[src/rtl/scratchpad_loader.sv]
// scratchpad_loader
//
// Copies a burst of words from a valid/ready source stream into a scratchpad
// through a request/acknowledge write port. A burst is requested with a
// single-cycle start carrying the first scratchpad index and the word count.
// Each word is fetched from the source into a data register, then held on
// the write port until the scratchpad acknowledges it. The index wraps modulo
// DEPTH.
//
// Parameters
//   DEPTH       number of scratchpad words (power of two, >= 2)
//   WIDTH       data word width
//
// Ports
//   clock       sole clock, rising edge
//   reset       asynchronous active-low reset
//   start       single-cycle burst request (honoured only when idle)
//   base_index  first scratchpad index, sampled on accepted start
//   count       number of words, sampled on accepted start (0..2*DEPTH-1)
//   in_valid    source word available
//   in_data     source word
//   in_ready    loader takes in_data this cycle
//   write_req   scratchpad write request
//   write_index scratchpad index for write_req
//   write_data  scratchpad data for write_req
//   write_ack   scratchpad accepted the write this cycle
//   busy        burst in progress
//   done        one-cycle pulse at burst completion
//   error       sticky: last start was rejected because count > DEPTH

`ifndef TIA_WORD_WIDTH
`define TIA_WORD_WIDTH 32
`endif

module scratchpad_loader #(
    parameter int unsigned DEPTH = 1024,
    parameter int unsigned WIDTH = `TIA_WORD_WIDTH,
    localparam int unsigned IW = $clog2(DEPTH),
    localparam int unsigned CW = IW + 1
) (
    input  logic             clock,
    input  logic             reset,
    input  logic             start,
    input  logic [IW-1:0]    base_index,
    input  logic [CW-1:0]    count,
    input  logic             in_valid,
    input  logic [WIDTH-1:0] in_data,
    output logic             in_ready,
    output logic             write_req,
    output logic [IW-1:0]    write_index,
    output logic [WIDTH-1:0] write_data,
    input  logic             write_ack,
    output logic             busy,
    output logic             done,
    output logic             error
);

    typedef enum logic [1:0] {
        StIdle   = 2'd0,
        StFetch  = 2'd1,
        StWrite  = 2'd2,
        StFinish = 2'd3
    } state_e;

    state_e           state_q, state_d;
    logic [IW-1:0]    index_q, index_d;
    logic [CW-1:0]    remaining_q, remaining_d;
    logic [WIDTH-1:0] data_q, data_d;
    logic             error_q, error_d;

    logic             count_too_big;
    logic             count_is_zero;
    logic             last_word;

    // count is one bit wider than the index so that a full-depth burst fits.
    assign count_too_big = (count > CW'(DEPTH));
    assign count_is_zero = (count == '0);
    assign last_word     = (remaining_q == CW'(1));

    always_ff @(posedge clock or negedge reset) begin
        if (!reset) begin
            state_q     <= StIdle;
            index_q     <= '0;
            remaining_q <= '0;
            data_q      <= '0;
            error_q     <= 1'b0;
        end else begin
            state_q     <= state_d;
            index_q     <= index_d;
            remaining_q <= remaining_d;
            data_q      <= data_d;
            error_q     <= error_d;
        end
    end

    always_comb begin
        state_d     = state_q;
        index_d     = index_q;
        remaining_d = remaining_q;
        data_d      = data_q;
        error_d     = error_q;

        unique case (state_q)
            StIdle: begin
                if (start) begin
                    if (count_too_big) begin
                        // Rejected burst: flag it and stay idle, nothing else changes.
                        error_d = 1'b1;
                    end else begin
                        error_d = 1'b0;
                        if (count_is_zero) begin
                            state_d = StFinish;
                        end else begin
                            index_d     = base_index;
                            remaining_d = count;
                            state_d     = StFetch;
                        end
                    end
                end
            end

            StFetch: begin
                if (in_valid) begin
                    data_d  = in_data;
                    state_d = StWrite;
                end
            end

            StWrite: begin
                if (write_ack) begin
                    // DEPTH is a power of two, so natural overflow wraps the index.
                    index_d     = index_q + IW'(1);
                    remaining_d = remaining_q - CW'(1);
                    state_d     = last_word ? StFinish : StFetch;
                end
            end

            StFinish: begin
                state_d = StIdle;
            end

            default: begin
                state_d = StIdle;
            end
        endcase
    end

    // Handshake outputs decode the state register only, so no input reaches
    // them combinationally and reset clears them asynchronously.
    assign in_ready    = (state_q == StFetch);
    assign write_req   = (state_q == StWrite);
    assign done        = (state_q == StFinish);
    assign busy        = (state_q != StIdle);
    assign write_index = index_q;
    assign write_data  = data_q;
    assign error       = error_q;

endmodule

[config.mk]
export PLATFORM = sky130hd
export DESIGN_NAME = scratchpad_loader
export DESIGN_NICKNAME = d
export VERILOG_FILES = /design/src/rtl/scratchpad_loader.sv
export SDC_FILE = /design/constraint.sdc
export NUM_CORES = 1
export LEC_CHECK = 0
export CAP_MARGIN = 30
export CORE_ASPECT_RATIO = 1.1
export CORE_MARGIN = 2
export CORE_UTILIZATION = 40
export CTS_CLUSTER_SIZE = 28
export DETAILED_ROUTE_END_ITERATION = 16
export PLACE_DENSITY = 0.7
export SYNTH_ARGS = -nofsm -noshare
export SYNTH_HDL_FRONTEND = slang
export SYNTH_SLANG_ARGS = --single-unit
[constraint.sdc]
create_clock -name clock -period 3.05 [get_ports clock]
set_input_delay 0.61 -clock clock [delete_from_list [all_inputs] [get_ports clock]]
set_output_delay 0.61 -clock clock [all_outputs]
set_load 0.05 [all_outputs]
==> out/qor.yml, run 1 <==
floorplanning:
  rows: 31
  die_area_um2: 7410
  die_h_um: 90.1
  boundaryPins: 105
  die_w_um: 82.3
  initial_utilization: 0.411
  placeableCoreArea_um2: 6560
detailed_routing:
  via_per_inst: 5.23
  drtIter0Drc: 88
  post_drt_wl_per_cell_um: 14.8
  ant_nets: 0
  drc: 0
  wirelength_um: 6500
  dr.pass1.iters: 4
  dr_total_vias: 2292
timing:
  finalHoldWorstSlack_ps: 411
  final.min_clock_period_ps: 2410
  fin_skew_ps: 5.63
  rsz0062_at_grt: "false"
  hold_viol: 0
  relSlewSlack: 0.529
  worstMarginPinSlew_ps: 707
  post-route-period-util: 0.792
  setup_viol: 0
  clock.fmax_mhz: 414
  final_max_slew_viol_count: 0
  fin_tns_setup_ps: 0
yosys:
  syn_area_um2: 2700
  synth_top_family_by_area: "compound AO/OA/AOI/OAI gates"
  synth_nets: 312
  synth_edf_count: 0
  synth_cell_type_count: 40
  ys_top_cells_by_area: "dfrtp_1 52%, mux2_2 14%, a21oi_1 4.1%"
  synth_top_area_cell: "dfrtp_1"
  synthArstFlopShare: 1.00
  synthSimpleGateAreaFrac: 0.124
  yosys_register_bits: 56
  synth_compound_area_frac: 0.158
  ys_seq_area_frac: 0.520
  synth_cells: 251
  synthMuxAreaShare: 0.149
  yosysTopAreaCellShare: 0.520
  syn_avg_cell_area_um2: 10.7
  ys.flop_type: "dfrtp_1"
  yosys.area_share.xor_xnor: 0
  synth_fa_ha_area_frac: 0.0139
  yosysMostFrequentCell: "dfrtp_1"
  synthTopCellsByCount: "56 x dfrtp_1, 34 x mux2_2, 22 x a21oi_1, 22 x nor2_1, 17 x o21ai_0"
  ys_warn_count: 0
cts:
  clkSinkCount: 56
  cts-root-buf: "clkbuf_8"
  clk_pin_slew_ps: 100
  cts_tree: "done"
  cts_hold_buf: 0
  htree_num_levels: 2
  clockBufferDepth: 2
  cts_buffers: 5
  cts_resized: 0
  cts_setup_buffers: 0
  clk_latency_ps: 310
worst_setup_path:
  crit_path_max_fanout: 5
  worstPathRequired_ps: 2440
  crit_path_end: "in_ready"
  reg2reg_to: "write_index[7]$_DFFE_PN0P_"
  end_kind: "output pin"
  worstSetupStartpoint: "state_q[0]$_DFFE_PN0P_"
  crit_type: "flip-flop to output pin"
  crit_path_start_kind: "flip-flop"
  r2r_slack_ps: 1270
  rr_startpoint: "state_q[1]$_DFFE_PN0P_"
  cp.arrival_ps: 1800
  ff2ff_path_depth: 6
final_layout:
  final_cell_area_um2: 3910
  area_growth_pct: 44.9
  finalNonFillerCells: 438
  drive_above_1_share: 0.152
  n_fill_cell: 553
  diodes: 0
  fin_nets: 416
place:
  gp_congestion: 0.781
  port_buffers: 104
  place_hpwl_um: 4760
  placed_cell_area_um2: 3820
  dp_cells: 430
outcome:
  status: "finished clean"
hold_path:
  min_path_type: "primary input to async pin"
global_route:
  antenna_found_initial: 0
  grt_max_degree: 57
  grt_usage: 0.180
  grt_pass1_wl_um: 10600
  gr-total-overflow: 0
  grt_pass1_vias: 2212
pwr:
  p_per_area_nw_per_um2: 1160
  power.leakage_uw: 0.00160
  ir_worst_vdd_mv: 0.599
job:
  cap_viol_max_count: 0
[placed cells by master, fill, tap and decap left out, types with 2 or more instances in the layout]
master	instances
and2_1	2
and3_1	3
ha_1	3
and4_1	2
nand2_1	12
nand3_1	5
a31oi_1	3
or3_1	2
o22a_1	7
mux2_2	34
dfrtp_1	56
o21ai_0	17
o31a_1	2
o21bai_1	2
mux2i_1	2
nor4_1	2
o21ai_1	6
clkdlybuf4s50_1	102
a21oi_1	22
a22oi_1	3
nor3_1	7
nor2_1	22
inv_1	6
clkbuf_8	5
buf_4	8
o22ai_1	4
[worst min-delay path by stage]
stage                                          start  depth (start not counted)                    endpoint
after CTS                                      reset                          2   write_data[0]$_DFFE_PN0P_
final                                          reset                          2   write_data[1]$_DFFE_PN0P_
after floorplan                                reset                          0           error$_DFFE_PN0P_
after detailed placement   write_data[5]$_DFFE_PN0P_                          1   write_data[5]$_DFFE_PN0P_
after global routing                           reset                          2   write_data[1]$_DFFE_PN0P_
after global placement    write_data[16]$_DFFE_PN0P_                          1  write_data[16]$_DFFE_PN0P_
[power breakdown]
part | internal (uW) | leakage (uW) | switching, uW
logic | 1030 | 0.000892 | 1720
registers | 1110 | 0.000669 | 277
clock network | 164 | 0.0000445 | 252
total | 2300 | 0.00160 | 2250
[critical path, cell delays in order, from the launching register on]
cell and delay (ps):
dfrtp_1 410, inv_1 110, nor2_1 130, clkdlybuf4s50_1 840
[flip-flops by register name, indices dropped and copies added, names as in the netlist]
name and count:
error 1, write_index 10, write_data 32, state_q 2, remaining_q 11
[per-layer routing]
metal / routed length (um) / vias to the layer above / track usage
met5: 0 / - / 0
met4: 69 / 0 / 0.0458
met3: 535 / 6 / 0.0432
met2: 3000 / 88 / 0.283
met1: 2890 / 1083 / 0.247
li1: - / 1115 / -
[cell type report]
class                   count  area (um^2)  share of cell area
clock buffers               5         68.8              0.0176
clock inverters             3         21.3             0.00545
inverters                   7         26.3             0.00673
multi-input cells         174         1200               0.307
flip-flops and latches     56         1400               0.359
well taps                  82          103              0.0263
repair buffers            111         1090               0.278
[cells by family after synthesis]
family / Yosys count
compound gates: 71
mux: 36
buf+inv: 21
simple gates: 64
flops: 56
fa+ha+maj: 3
[per-stage QoR]
step / power, uW / util / setup WS, ps
2_1_floorplan: 3230 / - / 920
3_3_place_gp: 4110 / 0.582 / 535
5_1_grt: 4830 / 0.596 / 524
3_5_place_dp: 4170 / 0.582 / 477
6_report: 4550 / 0.596 / 636
4_1_cts: 4590 / 0.596 / 614
(Power assumes the default switching activity.)
==> run 2, diff against run 1 <==
--- a/config.mk
+++ b/config.mk
@@ -8,10 +8,10 @@
 export CAP_MARGIN = 30
 export CORE_ASPECT_RATIO = 1.1
 export CORE_MARGIN = 2
-export CORE_UTILIZATION = 40
+export CORE_UTILIZATION = 39
 export CTS_CLUSTER_SIZE = 28
 export DETAILED_ROUTE_END_ITERATION = 16
-export PLACE_DENSITY = 0.7
+export PLACE_DENSITY = 0.72
 export SYNTH_ARGS = -nofsm -noshare
 export SYNTH_HDL_FRONTEND = slang
 export SYNTH_SLANG_ARGS = --single-unit
==> constraint.sdc (replaced) <==
create_clock -name clock -period 2.05 [get_ports clock]
set_input_delay 0.41 -clock clock [delete_from_list [all_inputs] [get_ports clock]]
set_output_delay 0.41 -clock clock [all_outputs]
set_load 0.05 [all_outputs]
==> out/qor.yml, run 2 (same netlist as run 1, synthesis figures left out) <==
floorplanning:
  initial_utilization: 0.406
  rows: 31
  die_area_um2: 7590
  boundaryPins: 105
  placeableCoreArea_um2: 6630
  die_w_um: 83.3
  die_h_um: 91.2
timing:
  setup_slack_ps: 70.4
  finalHoldWorstSlack_ps: 87.7
  clock.fmax_mhz: 505
  final_max_slew_viol_count: 0
  rsz0062_at_grt: "false"
  fin_tns_setup_ps: 0
  final.min_clock_period_ps: 1980
  hold_viol: 0
  fin_skew_ps: 7.67
  setup_viol: 0
  worstMarginPinSlew_ps: 555
  post-route-period-util: 0.966
  relSlewSlack: 0.629
pwr:
  power.leakage_uw: 0.00172
  ir_worst_vdd_mv: 1.05
  p_per_area_nw_per_um2: 1690
  p_total_uw: 6810
worst_setup_path:
  crit_path_top_delay_cell: "clkdlybuf4s50_1"
  end_kind: "output pin"
  worstPathRequired_ps: 1640
  crit_cells: 1
  reg2reg_to: "remaining_q[9]$_DFFE_PN0P_"
  rr_startpoint: "state_q[1]$_DFFE_PN0P_"
  ff2ff_path_depth: 6
  crit_path_max_fanout: 5
  cp.arrival_ps: 1570
  crit_path_start_kind: "flip-flop"
  slowest_delay_ps: 830
  crit_type: "flip-flop to output pin"
  critPathBufInv: 1
  crit_family: "buffers and inverters"
  r2r_slack_ps: 290
  path_cells: "clkdlybuf4s50_1"
job:
  cap_viol_max_count: 0
final_layout:
  fin_nets: 424
  diodes: 0
  seqCellArea_um2: 1400
  area_growth_pct: 49.0
  final_cell_area_um2: 4020
  multi_input_area_um2: 1220
  largest_reg_flops: 32
  most-common-layout-cells: "93 x clkdlybuf4s50_1, 56 x dfrtp_1, 34 x mux2_2, 22 x a21oi_1, 21 x nor2_1"
  n_fill_cell: 552
  layout_commonest_cell: "clkdlybuf4s50_1"
  drive_above_1_share: 0.187
place:
  post-place-ws_ps: -299
  gp_congestion: 0.803
  port_buffers: 104
  place_hpwl_um: 4830
  placed_cell_area_um2: 3880
cts:
  clkSinkCount: 56
  cts-root-buf: "clkbuf_8"
  htree_num_levels: 2
  clockBufferDepth: 2
  cts_hold_buf: 0
  clk_pin_slew_ps: 100
  cts_resized: 0
  clk_latency_ps: 310
  cts_tree: "done"
  cts_setup_buffers: 0
  cts_buffers: 5
global_route:
  grt.met3_usage: 0.0427
  met1_usage: 0.240
  busiest_layer: "met2"
  grt_usage: 0.177
  grt_pass1_wl_um: 11000
  gr-total-overflow: 0
  met2_usage: 0.284
  antenna_found_initial: 0
  grt_pass1_vias: 2256
  grt_max_degree: 57
detailed_routing:
  drc: 0
  drtIter0Drc: 67
  ant_nets: 0
  via_per_inst: 5.23
  wirelength_um: 6630
  dr_total_vias: 2334
  dr.pass1.iters: 4
  post_drt_wl_per_cell_um: 14.9
outcome:
  status: "finished clean"
hold_path:
  min_path_type: "primary input to async pin"
[run 2: changes by cell type in the layout (fill, tap and decap cells not counted), sizes merged]
cell / before / now
clkinv: 2 / 1
clkinvlp: 1 / 3
clkdlybuf4s50: 102 / 93
buf: 9 / 20
dlymetal6s2s: 0 / 6
inv: 7 / 6
[run 2: final cells by class]
type                            instances  area share
Sequential cell                        56       0.349
Tap cell                               82      0.0255
Clock buffer                            5      0.0171
Inverter                                7     0.00748
Multi-Input combinational cell        174       0.303
Timing Repair Buffer                  119       0.292
Clock inverter                          3     0.00592
[run 2: through the flow]
stage,utilization,instances
after detailed placement,0.586,438
after global placement,0.586,438
after CTS,0.600,446
after floorplan,-,251
final,0.606,446
after global routing,0.606,446
[run 2: worst max-delay path by stage]
stage	from	end
after floorplan	state_q[1]$_DFFE_PN0P_	write_data[0]$_DFFE_PN0P_
after global placement	count[5]	remaining_q[9]$_DFFE_PN0P_
after detailed placement	count[5]	remaining_q[9]$_DFFE_PN0P_
after CTS	write_index[6]$_DFFE_PN0P_	write_index[6]
after global routing	count[4]	remaining_q[9]$_DFFE_PN0P_
final	write_index[7]$_DFFE_PN0P_	write_index[7]
[run 2: layer usage]
layer	up-vias	part of all wire
met4	0	0.010
met5	-	0
li1	1130	-
met3	8	0.065
met2	103	0.45
met1	1093	0.47
[run 2: power by group]
group	leakage [uW]	switching [uW]	internal, uW	total [uW]
Sequential	0.000669	405	1650	2060
Combinational	0.00101	2580	1550	4140
Clock	0.0000404	370	243	612
==> run 3, diff against run 2 <==
--- a/config.mk
+++ b/config.mk
@@ -11,6 +11,8 @@
 export CORE_UTILIZATION = 39
 export CTS_CLUSTER_SIZE = 28
 export DETAILED_ROUTE_END_ITERATION = 16
+export GPL_TIMING_DRIVEN = 1
+export MAX_ROUTING_LAYER = met4
 export PLACE_DENSITY = 0.72
 export SYNTH_ARGS = -nofsm -noshare
 export SYNTH_HDL_FRONTEND = slang
==> out/qor.yml, run 3 (same netlist as run 1, synthesis figures left out) <==
outcome:
  status: "finished clean"
global_route:
  grt_pass1_vias: 2257
  grt_usage: 0.182
  gr-total-overflow: 0
  antenna_found_initial: 0
  grt_pass1_wl_um: 11000
  grt_max_degree: 57
final_layout:
  drive_above_1_share: 0.187
  layout_commonest_cell: "clkdlybuf4s50_1"
  area_growth_pct: 49.0
  largest_reg_flops: 32
  final_cell_area_um2: 4020
  finalNonFillerCells: 446
  fin_nets: 424
  most-common-layout-cells: "93 x clkdlybuf4s50_1, 56 x dfrtp_1, 34 x mux2_2, 22 x a21oi_1, 21 x nor2_1"
  post-route-util: 0.606
  diodes: 0
detailed_routing:
  dr_total_vias: 2318
  dr.pass1.iters: 4
  post_drt_wl_per_cell_um: 14.8
  wirelength_um: 6620
  via_per_inst: 5.20
  drtIter0Drc: 72
  ant_nets: 0
  drc: 0
pwr:
  p_total_uw: 6810
  p_per_area_nw_per_um2: 1690
  power.leakage_uw: 0.00172
  ir_worst_vdd_mv: 1.05
worst_setup_path:
  slowest_delay_ps: 830
  crit_path_max_fanout: 5
  path_cells: "clkdlybuf4s50_1"
  crit_path_start_kind: "flip-flop"
  end_kind: "output pin"
  crit_type: "flip-flop to output pin"
  critPathBufInv: 1
  crit_path_top_delay_cell: "clkdlybuf4s50_1"
  crit_family: "buffers and inverters"
  worstPathRequired_ps: 1640
  cp.arrival_ps: 1570
timing:
  finalHoldWorstSlack_ps: 92.1
  final_max_slew_viol_count: 0
  worstMarginPinSlew_ps: 555
  fin_skew_ps: 7.47
  hold_viol: 0
  relSlewSlack: 0.629
  final.min_clock_period_ps: 1980
  clock.fmax_mhz: 506
  post-route-period-util: 0.965
  setup_viol: 0
  rsz0062_at_grt: "false"
floorplanning:
  boundaryPins: 105
  die_area_um2: 7590
  initial_utilization: 0.406
  die_w_um: 83.3
  placeableCoreArea_um2: 6630
  rows: 31
  die_h_um: 91.2
place:
  placed_cell_area_um2: 3880
  port_buffers: 104
  dp_cells: 438
  place_hpwl_um: 4830
  gp_congestion: 0.814
cts:
  clk_pin_slew_ps: 100
  clkSinkCount: 56
  htree_num_levels: 2
  cts_buffers: 5
  clk_latency_ps: 310
  cts_tree: "done"
  clockBufferDepth: 2
  cts_setup_buffers: 0
  cts-root-buf: "clkbuf_8"
job:
  cap_viol_max_count: 0
hold_path:
  min_path_type: "primary input to async pin"
==> run 3: cell counts in the layout (fill, tap and decap cells not counted) <==
Identical to the previous run, type by type.
==> run 3: per-layer routing <==
layer / track usage / routed length, um / vias to the layer above
li1: - / - / 1131
met1: 0.242 / 3170 / 1084
met2: 0.284 / 2980 / 95
met3: 0.0400 / 398 / 8
met4: 0.0451 / 70 / 0
met5: - / 0 / -
==> run 3: final timing paths <==
check	from	end	slack, ps	cells past startpoint
hold / removal	reset	write_data[1]$_DFFE_PN0P_	90	2
hold reg to reg	write_data[14]$_DFFE_PN0P_	write_data[14]$_DFFE_PN0P_	510	1
min in group clock	write_data[14]$_DFFE_PN0P_	write_data[14]$_DFFE_PN0P_	510	1
max in group asynchronous	reset	error$_DFFE_PN0P_	1730	2
setup / recovery	write_index[1]$_DFFE_PN0P_	write_index[1]	70	1
setup reg to reg	state_q[1]$_DFFE_PN0P_	remaining_q[9]$_DFFE_PN0P_	290	6
==> run 3: metrics by stage <==
| step | TNS (ps) | worst slack, ps |
|---|---|---|
| after floorplan | 0 | 205 |
| after CTS | 0 | 21.6 |
| after global routing | 0 | 4.76 |
| after detailed placement | -5240 | -299 |
| final | 0 | 72.5 |
| after global placement | -4360 | -269 |
==> run 3: repair_timing <==
item / in CTS / in global routing
resized for setup: 0 / 12
hold buffers: 0 / 0
hold endpoints to repair: 0 / 0
setup endpoints to repair: 0 / 24
==> run 3: final cells by class <==
cell class	count	area, um^2
fillers	552	2620
repair buffers	119	1170
inverters	7	30.0
multi-input cells	174	1220
clock buffers	5	68.8
flip-flops and latches	56	1400
well taps	82	103
clock inverters	3	23.8
==> run 3: power by group <==
group / internal [uW] / switching [uW] / total (uW)
combinational: 1550 / 2580 / 4140
clock: 243 / 369 / 612
sequential: 1650 / 405 / 2060
